## src/rtl/nor_unit_arbiter_if.sv

```systemverilog
// ----------------------------------------------------------------------------
// nor_unit_arbiter_if
//   Handshake bundle between the lab-board requesters, the result consumer and
//   the shared NOR unit arbiter.
//
//   req_valid  NREQ        requester i has an operation pending
//   req_a      NREQ*WIDTH  operand a, requester i in [i*WIDTH +: WIDTH]
//   req_b      NREQ*WIDTH  operand b, same packing as req_a
//   req_ready  NREQ        one-hot grant from the arbiter
//   rsp_valid  1           result held on rsp_data/rsp_id
//   rsp_ready  1           consumer accepts the result
//   rsp_data   WIDTH       ~(a | b) of the granted operands
//   rsp_id     IDW         index of the requester owning rsp_data
//
//   master: requester/consumer side; slave: arbiter side.
// ----------------------------------------------------------------------------
interface nor_unit_arbiter_if #(
  parameter int unsigned WIDTH = 3,
  parameter int unsigned NREQ  = 4,
  parameter int unsigned IDW   = (NREQ > 1) ? $clog2(NREQ) : 1
);
  logic [NREQ-1:0]       req_valid;
  logic [NREQ*WIDTH-1:0] req_a;
  logic [NREQ*WIDTH-1:0] req_b;
  logic [NREQ-1:0]       req_ready;
  logic                  rsp_valid;
  logic                  rsp_ready;
  logic [WIDTH-1:0]      rsp_data;
  logic [IDW-1:0]        rsp_id;

  modport master (
    output req_valid, req_a, req_b, rsp_ready,
    input  req_ready, rsp_valid, rsp_data, rsp_id
  );

  modport slave (
    input  req_valid, req_a, req_b, rsp_ready,
    output req_ready, rsp_valid, rsp_data, rsp_id
  );
endinterface

```

## src/rtl/nor_unit_arbiter.sv

```systemverilog
// ----------------------------------------------------------------------------
// nor_unit_arbiter
//   Shares one WIDTH-bit bitwise NOR unit (c = ~(a | b)) between NREQ
//   requesters with round-robin arbitration. One operation in flight at a
//   time: IDLE grants and latches operands, EXEC computes, RESP holds the
//   result until the consumer accepts it. Counts accepted results.
//
//   clk       in   single clock, rising edge
//   rst_n     in   synchronous reset, active-low
//   bus       slave modport of nor_unit_arbiter_if (requests and result)
//   busy      out  FSM not in IDLE
//   op_count  out  results accepted since reset, wraps modulo 2^CNTW
// ----------------------------------------------------------------------------
module nor_unit_arbiter #(
  parameter int unsigned WIDTH = 3,
  parameter int unsigned NREQ  = 4,
  parameter int unsigned CNTW  = 8
) (
  input  logic                clk,
  input  logic                rst_n,
  nor_unit_arbiter_if.slave   bus,
  output logic                busy,
  output logic [CNTW-1:0]     op_count
);

  localparam int unsigned IDW = (NREQ > 1) ? $clog2(NREQ) : 1;

  typedef enum logic [1:0] {
    IDLE = 2'd0,
    EXEC = 2'd1,
    RESP = 2'd2
  } state_t;

  state_t           state;
  state_t           state_nxt;

  logic [IDW-1:0]   rr_ptr;
  logic [WIDTH-1:0] a_r;
  logic [WIDTH-1:0] b_r;
  logic [IDW-1:0]   id_r;

  logic [WIDTH-1:0] rsp_data_r;
  logic [IDW-1:0]   rsp_id_r;
  logic             rsp_valid_r;
  logic [CNTW-1:0]  op_count_r;

  logic             found;
  logic [IDW-1:0]   winner;
  logic             grant;
  logic [WIDTH-1:0] a_sel;
  logic [WIDTH-1:0] b_sel;
  logic             rsp_accept;

  // Round-robin scan starting at rr_ptr; the first pending requester wins.
  always_comb begin
    int unsigned idx;
    logic [IDW-1:0] cand;
    found  = 1'b0;
    winner = '0;
    idx    = 0;
    cand   = '0;
    for (int unsigned k = 0; k < NREQ; k++) begin
      idx  = (32'(rr_ptr) + k) % NREQ;
      cand = IDW'(idx);
      if (!found && bus.req_valid[cand]) begin
        found  = 1'b1;
        winner = cand;
      end
    end
  end

  // Operand mux for the winning requester.
  always_comb begin
    a_sel = '0;
    b_sel = '0;
    for (int unsigned i = 0; i < NREQ; i++) begin
      if (winner == IDW'(i)) begin
        a_sel = bus.req_a[i*WIDTH +: WIDTH];
        b_sel = bus.req_b[i*WIDTH +: WIDTH];
      end
    end
  end

  // Grant is suppressed during reset so no transfer can be seen while rst_n=0.
  assign grant      = rst_n && (state == IDLE) && found;
  assign rsp_accept = (state == RESP) && rsp_valid_r && bus.rsp_ready;

  always_comb begin
    bus.req_ready = '0;
    if (grant) begin
      bus.req_ready = NREQ'(1) << winner;
    end
  end

  always_comb begin
    state_nxt = state;
    unique case (state)
      IDLE:    if (grant) state_nxt = EXEC;
      EXEC:    state_nxt = RESP;
      RESP:    if (rsp_accept) state_nxt = IDLE;
      default: state_nxt = IDLE;
    endcase
  end

  always_ff @(posedge clk) begin
    if (!rst_n) begin
      state <= IDLE;
    end else begin
      state <= state_nxt;
    end
  end

  always_ff @(posedge clk) begin
    if (!rst_n) begin
      rr_ptr      <= '0;
      a_r         <= '0;
      b_r         <= '0;
      id_r        <= '0;
      rsp_data_r  <= '0;
      rsp_id_r    <= '0;
      rsp_valid_r <= 1'b0;
      op_count_r  <= '0;
    end else begin
      unique case (state)
        IDLE: begin
          if (grant) begin
            a_r    <= a_sel;
            b_r    <= b_sel;
            id_r   <= winner;
            rr_ptr <= (winner == IDW'(NREQ - 1)) ? '0 : winner + 1'b1;
          end
        end
        EXEC: begin
          rsp_data_r  <= ~(a_r | b_r);
          rsp_id_r    <= id_r;
          rsp_valid_r <= 1'b1;
        end
        RESP: begin
          if (rsp_accept) begin
            rsp_valid_r <= 1'b0;
            op_count_r  <= op_count_r + 1'b1;
          end
        end
        default: begin
          rsp_valid_r <= 1'b0;
        end
      endcase
    end
  end

  assign bus.rsp_valid = rsp_valid_r;
  assign bus.rsp_data  = rsp_data_r;
  assign bus.rsp_id    = rsp_id_r;
  assign busy          = (state != IDLE);
  assign op_count      = op_count_r;

endmodule

```

## src/flat_wrapper.sv

```systemverilog
// flat-port wrapper written by rule: the top's interface ports become plain ports
module nor_unit_arbiter_flat 
#(
  parameter int unsigned WIDTH = 3,
  parameter int unsigned NREQ  = 4,
  parameter int unsigned CNTW  = 8
)
  (clk, rst_n, busy, op_count, bus_req_valid, bus_req_a, bus_req_b, bus_rsp_ready, bus_req_ready, bus_rsp_valid, bus_rsp_data, bus_rsp_id);
  nor_unit_arbiter_if #(.WIDTH(WIDTH), .NREQ(NREQ)) bus_i ();
  input  logic clk;
  input  logic rst_n;
  output logic busy;
  output logic [CNTW-1:0] op_count;
  input wire logic [$bits(bus_i.req_valid)-1:0] bus_req_valid;
  input wire logic [$bits(bus_i.req_a)-1:0] bus_req_a;
  input wire logic [$bits(bus_i.req_b)-1:0] bus_req_b;
  input wire logic [$bits(bus_i.rsp_ready)-1:0] bus_rsp_ready;
  output wire logic [$bits(bus_i.req_ready)-1:0] bus_req_ready;
  output wire logic [$bits(bus_i.rsp_valid)-1:0] bus_rsp_valid;
  output wire logic [$bits(bus_i.rsp_data)-1:0] bus_rsp_data;
  output wire logic [$bits(bus_i.rsp_id)-1:0] bus_rsp_id;
  assign bus_i.req_valid = bus_req_valid;
  assign bus_i.req_a = bus_req_a;
  assign bus_i.req_b = bus_req_b;
  assign bus_i.rsp_ready = bus_rsp_ready;
  assign bus_req_ready = bus_i.req_ready;
  assign bus_rsp_valid = bus_i.rsp_valid;
  assign bus_rsp_data = bus_i.rsp_data;
  assign bus_rsp_id = bus_i.rsp_id;
  nor_unit_arbiter #(.WIDTH(WIDTH), .NREQ(NREQ), .CNTW(CNTW)) u_core (.clk(clk), .rst_n(rst_n), .bus(bus_i), .busy(busy), .op_count(op_count));
endmodule
```

## config.mk

```make
export PLATFORM = sky130hd
export DESIGN_NAME = nor_unit_arbiter_flat
export DESIGN_NICKNAME = d
export VERILOG_FILES = /design/src/rtl/nor_unit_arbiter_if.sv /design/src/rtl/nor_unit_arbiter.sv /design/src/flat_wrapper.sv
export SDC_FILE = /design/constraint.sdc
export NUM_CORES = 1
export LEC_CHECK = 0
export ABC_AREA = 1
export BUFFER_PORTS_ARGS = -buffer_cell sky130_fd_sc_hd__buf_2
export CORE_ASPECT_RATIO = 1.1
export CORE_UTILIZATION = 45
export DETAILED_ROUTE_END_ITERATION = 10
export GPL_TIMING_DRIVEN = 1
export PLACE_DENSITY_LB_ADDON = 0.15
export REMOVE_ABC_BUFFERS = 1
export SYNTH_ARGS = -nofsm -noshare
export SYNTH_HDL_FRONTEND = slang
export SYNTH_SLANG_ARGS = --single-unit
```

## constraint.sdc

```tcl
create_clock -name clk -period 2.21 [get_ports clk]
set_input_delay 0.1105 -clock clk [delete_from_list [all_inputs] [get_ports clk]]
set_output_delay 0.1105 -clock clk [all_outputs]
set_load 0.05 [all_outputs]
```

* After elaboration in Yosys (flattened, before gate mapping)
Index checks and enable logic that the tools add are counted.
** Word-level totals
- Register bits after elaboration :: 26
- Input bits :: 31
- Output and inout bits :: 19
- Word-level logic and storage cells :: 77
** Cells by class
- Eq/ne operators :: 7
- Shift operators :: 1
- Reduce and logical (&&, ||, !) cells :: 17
- Bitwise gates (word level) :: 3
- Order comparisons :: 4
- Multiplexer cells :: 31
- $add $sub $neg :: 5
** Operators by type and width (count)
- 3-bit 2-to-1 mux :: 8
- 2-bit 2-to-1 mux :: 7
- 2-bit by 3-bit < comparator with 1-bit output (second input constant) :: 4
- 1-bit 2-to-1 mux :: 9
- 8-bit by 1-bit adder with 8-bit output (second input constant) :: 1
- 1-bit binary-select mux with 2-bit select :: 4
- 2-bit AND reduction :: 4
- 1-bit logical AND :: 7
- 2-bit equality test (second input constant) :: 3
- 2-bit case mux with 3 select lines :: 1
- 2-bit by 1-bit adder with 2-bit output (second input constant) :: 2
- 2-bit adder (second input constant) :: 2
- 2-bit by 1-bit equality test with 1-bit output (second input constant) :: 2
- 2-bit zero test :: 2
- 4-bit 2-to-1 mux :: 1
- 2-bit by 1-bit inequality test with 1-bit output (second input constant) :: 2
- 1-bit by 2-bit << shifter with 4-bit output (first input constant) :: 1
- 1-bit zero test :: 3
- 3-bit inverter :: 1
- 3-bit OR :: 1
- 1-bit case mux with 3 select lines :: 1
- 2-bit nonzero test :: 1
- 1-bit inverter :: 1

* Logic depth before layout (Yosys ltp)
Gate-level depths: netlist of the first run.
- Word-level depth :: 17
- Depth in mapped cells :: 19

* Least setup slack after synthesis of the first run
No wires, ideal clock.
- Path type :: reg2out
- From :: reg u_core.rr_ptr[0]
- To :: out bus_req_ready[3]
- Stages on the path, launching flop included :: 14
- Setup slack :: -0.269 ns
- Data arrival time :: 2.368 ns
- Cell sequence :: dfxtp_1 -> buf_6 -> nand2_1 -> o21ai_1 -> nand2_1 -> nand2_1 -> inv_1 -> nand3_2 -> nand3_1 -> inv_1 -> ha_1 -> clkbuf_1 -> inv_1 -> nor2_1
** Between the ends
- Cells in the longest elaborated chain, start to end :: 14
- Elaborated cells between the ends (all ways) :: 28
** RTL lines
- start: declaration :: RTL line nor_unit_arbiter.sv:37 : logic [IDW-1:0] rr_ptr;
- start signal: assignment :: RTL line nor_unit_arbiter.sv:130 : rr_ptr <= (winner == IDW'(NREQ - 1)) ? '0 : winner + 1'b1;
- branches (longest 11 deep; another with 2-bit by 1-bit adder with 2-bit output)
- 2-bit 2-to-1 mux * :: RTL line nor_unit_arbiter.sv:65 : if (!found && bus.req_valid[cand]) begin
- named net u_core.winner[0] :: RTL line nor_unit_arbiter.sv:48 : logic [IDW-1:0] winner;
- 1-bit by 2-bit << shifter with 4-bit output * :: RTL line nor_unit_arbiter.sv:91 : bus.req_ready = NREQ'(1) << winner;
- 4-bit 2-to-1 mux * :: RTL line nor_unit_arbiter.sv:90 : if (grant) begin
- end: declaration :: RTL line flat_wrapper.sv:18 : output wire logic [$bits(bus_i.req_ready)-1:0] bus_req_ready;
Mark *: on every way through the listed nets, which the timed path passes. The select of a mux whose other input is x is not followed.

* Worst setup path after layout of the first run
- From :: reg u_core.rr_ptr[0]
- To :: out bus_req_ready[1]
Same word-level chain as after synthesis.

==> results.py, run 1 <==
metrics = {
    "layout": {
        "n_antenna_cell": 0,
        "multiInputGateArea_um2": 1060,
        "nFillCells": 269,
        "final_cell_mix": "nand2_1 (60), buf_2 (45), dfxtp_1 (24)",
        "seqCellArea_um2": 526,
        "instances_no_fill": 338,
        "final_common_cell": "nand2_1",
        "final_nets": 342,
        "fin_area_um2": 2250,
        "syn_to_final_growth_pct": 47.2,
        "drive_gt1_share_pct": 42.4,
    },
    "synth": {
        "ys_seq_area_share_pct": 34.0,
        "synth_seq_cells": 26,
        "synthDistinctLibCells": 26,
        "syn_area_um2": 1530,
        "synth_top_area_share_pct": 34.0,
        "synth_area_leaders": "dfxtp_1 (34%), nand2_1 (18%), o21ai_0 (6.9%)",
        "yosysWarnings": 0,
        "yosys.area.top_type": "dfxtp_1",
        "syn_area_per_cell_um2": 6.52,
        "syn-instance-count": 235,
    },
    "worst_hold_path": {
        "min_to": "u_core.state[1]",
        "hold-path-cell-count": 4,
        "hp-start": "bus_rsp_ready",
        "hold_class": "input port to register",
    },
    "die": {
        "start_util_pct": 48.6,
        "die_h_um": 63.2,
        "fp.dieW_um": 57.6,
        "coreArea_um2": 3150,
        "std_cell_rows": 21,
        "pin_count": 50,
        "die-area_um2": 3640,
    },
    "timing": {
        "fmax_mhz": 441,
        "fin_crit_ns": 2.27,
        "worst_slew_pin_slew_ns": 0.575,
        "finalHoldViolations": 0,
        "setup-violations-final": 2,
        "fin_crit_sh_pct": 103,
        "fin_worst_skew_ns": 0.00392,
        "rsz0062_at_grt": "true",
        "slew_viol_final": 0,
        "worst_slack_ns": -0.0578,
        "maxSlewHeadroom_pct": 61.5,
    },
    "global_route": {
        "grt_max_degree": 18,
        "grt_pass1_vias": 1554,
        "grt_antenna_before_repair": 0,
        "grt_pass1_wl_um": 6510,
        "grt_overflow": 0,
        "grtUsageTotal_pct": 22.1,
    },
    "detailed_routing": {
        "drt-wirelength-per-cell_um": 11.2,
        "firstDrtPassIters": 4,
        "drt.antenna.violating_nets": 0,
        "drc": 0,
        "first_iter_violations": 62,
        "num_vias": 1713,
        "wl_um": 3790,
        "viasPerCell": 5.07,
    },
    "setup_path": {
        "r2r-end": "u_core.a_r[1]",
        "timing.rr.start": "u_core.rr_ptr[0]",
        "cp_data_required_time_ns": 2.10,
        "crit_path_end_kind": "output port",
        "r2r_cells": 20,
        "arrival_ns": 2.16,
        "critical_path_class": "register to output port",
        "path_max_fanout": 7,
        "setup.worst_path.start_class": "register",
        "reg2reg_slack_ns": 0.01,
    },
    "cts": {
        "clock_latency_ns": 0.32,
        "cts.sinks": 26,
        "cts_buffers": 3,
        "cts-root-buf": "clkbuf_4",
        "cts_tree": "built",
        "cts.clk_slew.worst_paths_ns": 0.13,
        "cts.path.max_buffers": 2,
        "htree_levels": 1,
    },
    "place": {
        "dpl.hpwl_um": 2540,
        "dp.cells": 329,
        "dpl_worst_slack_ns": -0.100,
        "placed_area_um2": 1920,
        "place.gp.congestion": 0.856,
        "port_buffers": 49,
    },
    "flow_run": {
        "cap_violations": 0,
    },
    "run_status": {
        "violations": "negative setup slack",
        "status": "finished, violations left",
    },
}
registers in the layout, indices dropped and copies added, names as in the netlist:
name,count
u_core.op_count,8
u_core.a_r,3
u_core.id_r,2
u_core.bus.rsp_id,2
u_core.b_r,3
u_core.bus.rsp_valid,1
u_core.bus.rsp_data,3
u_core.rr_ptr,2
u_core.state,2
final cells by class:
class	count	share of cell area [%]
inverters	26	4.88
well taps	34	1.89
repair buffers	72	21.8
flip-flops and latches	26	23.3
clock buffers	3	0.999
multi-input cells	177	47.2
synthesized netlist by cell type:
| cell type | count |
|---|---|
| a21oi_2 | 2 |
| buf_6 | 2 |
| nor3_1 | 4 |
| nor2_4 | 1 |
| nand2_1 | 75 |
| nand2_2 | 6 |
| o21ai_0 | 21 |
| nor3b_1 | 1 |
| dfxtp_1 | 26 |
| ha_1 | 5 |
| nand3_1 | 11 |
| o211a_1 | 3 |
| a31oi_1 | 1 |
| nand2_4 | 1 |
| or2_2 | 1 |
| inv_1 | 23 |
| inv_4 | 1 |
| nor2_1 | 19 |
| o21ai_1 | 2 |
| nand3_2 | 2 |
| inv_2 | 2 |
| xnor2_1 | 1 |
| nand4_1 | 2 |
| a32oi_1 | 1 |
| a21oi_1 | 18 |
| clkbuf_1 | 4 |
critical path, stage by stage, from the launching register on:
cell	delay, ns
dfxtp_4	0.40
buf_6	0.14
o21ai_4	0.14
nand2_1	0.09
nand2_2	0.09
inv_1	0.07
nand4_1	0.10
nand3_2	0.11
inv_2	0.12
ha_4	0.14
buf_6	0.11
inv_1	0.06
nor2_2	0.10
buf_6	0.17
layer usage:
layer	routed length [µm]	vias up	track usage, %
met5	0	-	0
met4	43	0	3.66
met3	153	4	4.31
met2	1890	38	37.4
met1	1700	768	29.4
li1	-	903	-
through the flow:
stage               TNS [ns]  util, %  hold WS, ns
global route           -1.44     71.5        0.144
finish               -0.0641     71.5        0.122
floorplan              -2.00        -        0.233
CTS                 -0.00549     68.0        0.115
global placement      -0.217     61.0        0.453
detailed placement    -0.428     61.0        0.458
repair_timing:
action,4_1_cts,5_1_grt
setup buffers,2,3
resized for setup,53,26
setup endpoints to repair,10,10
cloned,1,0
hold buffers,0,0
pin swaps,19,23
kinds of logic (layout without fill, tap and decap cells):
group | count (synthesis) | after routing | share of synthesized area, %
flops | 26 | 26 | 34.0
compound gates | 48 | 48 | 17.5
xor+xnor | 1 | 1 | 0.572
buf+inv | 32 | 101 | 8.99
fa+ha+maj | 5 | 5 | 4.08
simple gates | 123 | 123 | 34.9
worst max path at each step:
stage                     slack [ns]               end              from  cells past startpoint
after floorplan                -0.26  bus_req_ready[3]  u_core.rr_ptr[0]                     11
after global placement         -0.07     u_core.a_r[2]  u_core.rr_ptr[0]                     16
after detailed placement       -0.10     u_core.a_r[1]  u_core.rr_ptr[0]                     15
after CTS                     -0.005  bus_req_ready[0]  u_core.rr_ptr[0]                     14
after global routing           -0.18     u_core.a_r[1]  u_core.rr_ptr[0]                     20
final                          -0.06  bus_req_ready[1]  u_core.rr_ptr[0]                     13
Power of run 1 is not shown: default switching activity piles up to over one toggle a cycle in this logic, so the estimate is an artifact.
==> run 2: changes to the inputs <==
--- a/config.mk
+++ b/config.mk
@@ -12,7 +12,9 @@
 export DETAILED_ROUTE_END_ITERATION = 10
 export GPL_TIMING_DRIVEN = 1
 export PLACE_DENSITY_LB_ADDON = 0.15
+export RECOVER_POWER = 100
 export REMOVE_ABC_BUFFERS = 1
 export SYNTH_ARGS = -nofsm -noshare
 export SYNTH_HDL_FRONTEND = slang
 export SYNTH_SLANG_ARGS = --single-unit
+export TNS_END_PERCENT = 5
==> results.py, run 2 (synthesis results as in run 1) <==
metrics = {
    "run_status": {
        "status": "finished, violations left",
        "violations": "negative setup slack",
    },
    "detailed_routing": {
        "wl_um": 3720,
        "first_iter_violations": 78,
        "drt.antenna.violating_nets": 0,
        "drt-wirelength-per-cell_um": 11.0,
        "viasPerCell": 4.99,
        "firstDrtPassIters": 4,
        "num_vias": 1683,
        "drc": 0,
    },
    "die": {
        "pin_count": 50,
        "fp.dieW_um": 57.6,
        "start_util_pct": 48.6,
        "die_h_um": 63.2,
        "coreArea_um2": 3150,
        "std_cell_rows": 21,
        "die-area_um2": 3640,
    },
    "layout": {
        "drive_gt1_share_pct": 36.0,
        "largest_register_ffs": 8,
        "fin_util_pct": 69.8,
        "nFillCells": 290,
        "final_common_cell": "nand2_1",
        "final_cell_mix": "nand2_1 (61), buf_2 (30), dfxtp_1 (24)",
        "final_nets": 341,
        "n_antenna_cell": 0,
        "syn_to_final_growth_pct": 43.7,
        "instances_no_fill": 337,
    },
    "power": {
        "p_sw_share_pct": 50.6,
        "max-vdd-ir-drop_uv": 1300,
        "powerDensity_nw_per_um2": 1960,
        "p_seq_share_pct": 15.4,
        "clockPowerShare_pct": 4.4,
        "p_int_mw": 2.13,
        "power.total_mw": 4.32,
        "p_leak_nw": 1.01,
        "p_comb_share_pct": 80.2,
        "netSwitchingPower_mw": 2.18,
    },
    "setup_path": {
        "path_cells": "buf_6 > nand2_1 > nand2_2 > buf_4 > a32oi_2 > nand3_2 > inv_2 > ha_4 > buf_6 > inv_1 > nor2_2 > buf_6",
        "cp_data_required_time_ns": 2.10,
        "setup.worst_path.start_class": "register",
        "path_max_fanout": 7,
        "critical_path_class": "register to output port",
        "critPathBufInv": 6,
        "critPathMostFrequentCell": "buf_6",
        "crit_slowest_cell": "dfxtp_4",
        "crit_path_end_kind": "output port",
        "cp-startpoint": "u_core.rr_ptr[0]",
        "critical-path-top-delay-family": "buffers and inverters",
        "arrival_ns": 2.14,
        "slowest_delay_ns": 0.40,
        "timing.rr.start": "u_core.rr_ptr[0]",
    },
    "worst_hold_path": {
        "hold_class": "input port to register",
        "hp-start": "bus_rsp_ready",
    },
    "place": {
        "dpl_worst_slack_ns": -0.100,
        "place.gp.congestion": 0.856,
        "dp.cells": 329,
        "port_buffers": 49,
        "dpl.hpwl_um": 2540,
    },
    "global_route": {
        "grt_overflow": 0,
        "grt_max_degree": 18,
        "grt_pass1_wl_um": 6510,
        "grt_antenna_before_repair": 0,
        "grt_pass1_vias": 1554,
        "grtUsageTotal_pct": 22.1,
    },
    "cts": {
        "clock_latency_ns": 0.31,
        "cts.sinks": 26,
        "cts-root-buf": "clkbuf_4",
        "cts_buffers": 3,
        "cts.clk_slew.worst_paths_ns": 0.13,
        "cts.path.max_buffers": 2,
        "postCtsHoldBufs": 0,
        "htree_levels": 1,
        "cts_tree": "built",
    },
    "timing": {
        "worst_slew_pin_slew_ns": 0.595,
        "fin_crit_sh_pct": 102,
        "maxSlewHeadroom_pct": 60.5,
        "finalHoldViolations": 0,
        "fmax_mhz": 444,
        "worst_slack_ns": -0.0419,
        "fin_crit_ns": 2.25,
        "fin_setup_tns_ns": -0.0518,
        "setup-violations-final": 3,
        "rsz0062_at_grt": "true",
        "fin_worst_skew_ns": 0.00236,
        "slew_viol_final": 0,
    },
    "flow_run": {
        "cap_violations": 0,
    },
}
[run 2: cell types whose count changed in the layout (fill, tap and decap cells not counted), moves of 2 or more]
cell	before	now
buf_2	45	30
clkbuf_1	0	15
nor2_1	15	17
nor2_2	3	1
[run 2: power by group through the flow]
stage / Sequential [mW] / Clock (mW) / Combinational [mW]
2_1_floorplan: 0.815 / 0 / 1.56
3_3_place_gp: 0.648 / 0 / 2.63
3_5_place_dp: 0.650 / 0 / 2.63
4_1_cts: 0.659 / 0.200 / 3.23
5_1_grt: 0.681 / 0.212 / 3.85
6_report: 0.665 / 0.192 / 3.46
[run 2: area by class of cell]
| cell class | count | area (µm²) | share of cell area (%) |
|---|---|---|---|
| clock buffer | 3 | 22.5 | 1.02 |
| inverter | 26 | 108 | 4.89 |
| multi-input combinational | 177 | 1050 | 47.8 |
| sequential | 26 | 526 | 23.9 |
| tap | 34 | 42.5 | 1.93 |
| timing repair buffer | 71 | 452 | 20.5 |
[run 2: repair_timing]
| action | in CTS | in global routing |
|---|---|---|
| pin swaps | 19 | 20 |
| gates cloned | 1 | 0 |
| buffers inserted | 2 | 2 |
| setup endpoints to repair | 10 | 10 |
| gates resized for setup | 53 | 21 |
[run 2: stage by stage]
step	hold WS (ns)	cell area, µm²
2_1_floorplan	0.233	1490
3_3_place_gp	0.453	1920
3_5_place_dp	0.458	1920
4_1_cts	0.115	2140
5_1_grt	0.144	2200
6_report	0.126	2200
[run 2: layer usage]
| metal | vias up | GRT usage [%] | wire [µm] |
|---|---|---|---|
| li1 | 899 | - | - |
| met1 | 752 | 29.4 | 1760 |
| met2 | 28 | 37.4 | 1800 |
| met3 | 4 | 4.31 | 109 |
| met4 | 0 | 3.66 | 41 |
| met5 | - | 0 | 0 |
[run 2: worst min-delay path, delay by kind of cell]
kind	cells	cell delay, ns
buf+inv	1	0.08
simple gates	2	0.15
compound gates	1	0.06
[run 2: final timing paths]
kind / slack (ns) / cells after the start / to
worst max register to register: 0.01 / 17 / u_core.a_r[1]
worst min-delay path: 0.13 / 4 / u_core.state[1]
worst min register to register: 0.47 / 2 / u_core.b_r[1]
worst max-delay path: -0.04 / 12 / bus_req_ready[1]
Note: power is estimated with default switching activity, not from simulation.
==> run 3: changes to the inputs <==
--- a/config.mk
+++ b/config.mk
@@ -8,7 +8,7 @@
 export ABC_AREA = 1
 export BUFFER_PORTS_ARGS = -buffer_cell sky130_fd_sc_hd__buf_2
 export CORE_ASPECT_RATIO = 1.1
-export CORE_UTILIZATION = 45
+export CORE_UTILIZATION = 30
 export DETAILED_ROUTE_END_ITERATION = 10
 export GPL_TIMING_DRIVEN = 1
 export PLACE_DENSITY_LB_ADDON = 0.15
==> results.py, run 3 (synthesis results as in run 1) <==
metrics = {
    "setup_path": {
        "crit_path_end_kind": "output port",
        "arrival_ns": 2.11,
        "slowest_delay_ns": 0.38,
        "critical-path-top-delay-family": "simple AND/OR/NAND/NOR gates",
        "r2r-end": "u_core.a_r[1]",
        "setup.worst_path.start_class": "register",
        "critPathBufInv": 4,
        "path_max_fanout": 7,
        "crit_slowest_cell": "dfxtp_4",
        "timing.rr.start": "u_core.rr_ptr[0]",
        "critical_path_class": "register to output port",
        "cp_data_required_time_ns": 2.10,
        "reg2reg_slack_ns": 0.01,
        "path_cells": "buf_12 > nand2_1 > nand2_2 > nand2_1 > nand2_2 > nor2_4 > nand4_1 > nand3_2 > buf_4 > ha_2 > inv_2 > nor2_1 > buf_6",
        "r2r_cells": 17,
    },
    "global_route": {
        "grtUsageTotal_pct": 14.4,
        "grt_antenna_before_repair": 0,
        "grt_overflow": 0,
        "grt_max_degree": 18,
        "grt_pass1_vias": 1531,
        "grt_pass1_wl_um": 6480,
    },
    "timing": {
        "fin_worst_skew_ns": 0.00219,
        "finalHoldViolations": 0,
        "worst_slew_pin_slew_ns": 0.605,
        "fin_crit_ns": 2.22,
        "slew_viol_final": 0,
        "fmax_mhz": 450,
        "worst_slack_ns": -0.0131,
        "setup-violations-final": 2,
        "rsz0062_at_grt": "true",
        "fin_crit_sh_pct": 101,
        "maxSlewHeadroom_pct": 59.9,
        "fin_setup_tns_ns": -0.0153,
    },
    "detailed_routing": {
        "drt.antenna.violating_nets": 0,
        "first_iter_violations": 80,
        "num_vias": 1650,
        "wl_um": 3890,
        "drc": 0,
        "drt-wirelength-per-cell_um": 10.9,
        "firstDrtPassIters": 4,
        "viasPerCell": 4.62,
    },
    "run_status": {
        "violations": "negative setup slack",
        "status": "finished, violations left",
    },
    "cts": {
        "cts_buffers": 3,
        "htree_levels": 1,
        "postCtsHoldBufs": 0,
        "cts-root-buf": "clkbuf_8",
        "cts.path.max_buffers": 2,
        "cts_tree": "built",
        "cts.sinks": 26,
        "clock_latency_ns": 0.26,
        "cts.clk_slew.worst_paths_ns": 0.09,
    },
    "place": {
        "dpl.hpwl_um": 2860,
        "port_buffers": 49,
        "place.gp.congestion": 0.793,
        "placed_area_um2": 1940,
        "dp.cells": 350,
    },
    "die": {
        "die-area_um2": 5400,
        "pin_count": 50,
        "fp.dieW_um": 70.1,
        "coreArea_um2": 4780,
        "std_cell_rows": 26,
        "die_h_um": 76.9,
        "start_util_pct": 32.0,
    },
    "power": {
        "p_sw_share_pct": 49.1,
        "p_seq_share_pct": 16.3,
        "netSwitchingPower_mw": 2.00,
        "p_leak_nw": 1.00,
        "p_int_mw": 2.08,
        "p_comb_share_pct": 74.1,
        "powerDensity_nw_per_um2": 1880,
        "clockPowerShare_pct": 9.5,
        "power.total_mw": 4.08,
        "max-vdd-ir-drop_uv": 1210,
    },
    "layout": {
        "largest_register_ffs": 8,
        "final_nets": 338,
        "instances_no_fill": 357,
        "drive_gt1_share_pct": 32.9,
        "n_antenna_cell": 0,
        "fin_area_um2": 2170,
        "final_cell_mix": "nand2_1 (65), buf_2 (30), dfxtp_1 (24)",
        "syn_to_final_growth_pct": 41.7,
        "final_common_cell": "nand2_1",
    },
    "worst_hold_path": {
        "hold-path-cell-count": 4,
        "min_to": "u_core.state[1]",
        "hp-start": "bus_rsp_ready",
        "hold_class": "input port to register",
    },
    "flow_run": {
        "cap_violations": 0,
    },
}
==> run 3: worst max-delay path by stage <==
stage	start	endpoint	slack, ns	cells past startpoint
3_3_place_gp	u_core.rr_ptr[0]	u_core.a_r[1]	-0.07	17
4_1_cts	u_core.rr_ptr[0]	bus_req_ready[3]	0.0002	14
3_5_place_dp	u_core.rr_ptr[0]	u_core.a_r[1]	-0.07	19
5_1_grt	u_core.rr_ptr[0]	u_core.b_r[0]	-0.18	19
2_1_floorplan	u_core.rr_ptr[0]	bus_req_ready[3]	-0.26	11
6_report	u_core.rr_ptr[0]	bus_req_ready[2]	-0.01	13
==> run 3: area by class of cell <==
| cell class | count | area (µm²) |
|---|---|---|
| Clock buffer | 3 | 41.3 |
| Sequential cell | 26 | 526 |
| Fill cell | 511 | 2610 |
| Inverter | 26 | 103 |
| Multi-Input combinational cell | 177 | 973 |
| Timing Repair Buffer | 68 | 428 |
| Tap cell | 56 | 70.1 |
| Clock inverter | 1 | 30.0 |
==> run 3: worst register-to-register path, delay by kind of cell (launching register included) <==
kind / cells / cell delay, ns
adders and majority gates: 1 / 0.19
buffers and inverters: 3 / 0.42
DFF: 1 / 0.38
and+or+nand+nor: 9 / 0.76
AOI/OAI and AO/OA: 4 / 0.38
==> run 3: repair_timing <==
action                                  4_1_cts  5_1_grt
cloned                                        0        1
setup buffers                                 0        2
pin swaps                                     0       20
endpoints found under the setup margin        9       11
resized for setup                            13       37
==> run 3: per-stage QoR <==
| step | utilization (%) | worst slack [ns] | hold WS (ns) |
|---|---|---|---|
| finish | 45.4 | -0.0131 | 0.164 |
| floorplan | - | -0.263 | 0.233 |
| global placement | 40.6 | -0.0695 | 0.452 |
| detailed placement | 40.6 | -0.0723 | 0.453 |
| CTS | 42.5 | 0.000153 | 0.159 |
| global route | 45.4 | -0.179 | 0.172 |
==> run 3: power by group through the flow <==
stage	Clock, mW	Sequential, mW	Combinational, mW
finish	0.390	0.666	3.02
CTS	0.404	0.649	2.66
floorplan	0	0.815	1.56
detailed placement	0	0.657	2.58
global placement	0	0.655	2.61
global route	0.426	0.682	3.34
==> run 3: layer usage <==
layer	global-route usage [%]	routed length [µm]	part of all wire, %
met4	3.60	21	0.54
met3	1.71	80	2.1
met5	0	0	0
met1	18.3	1860	48
met2	25.5	1930	50
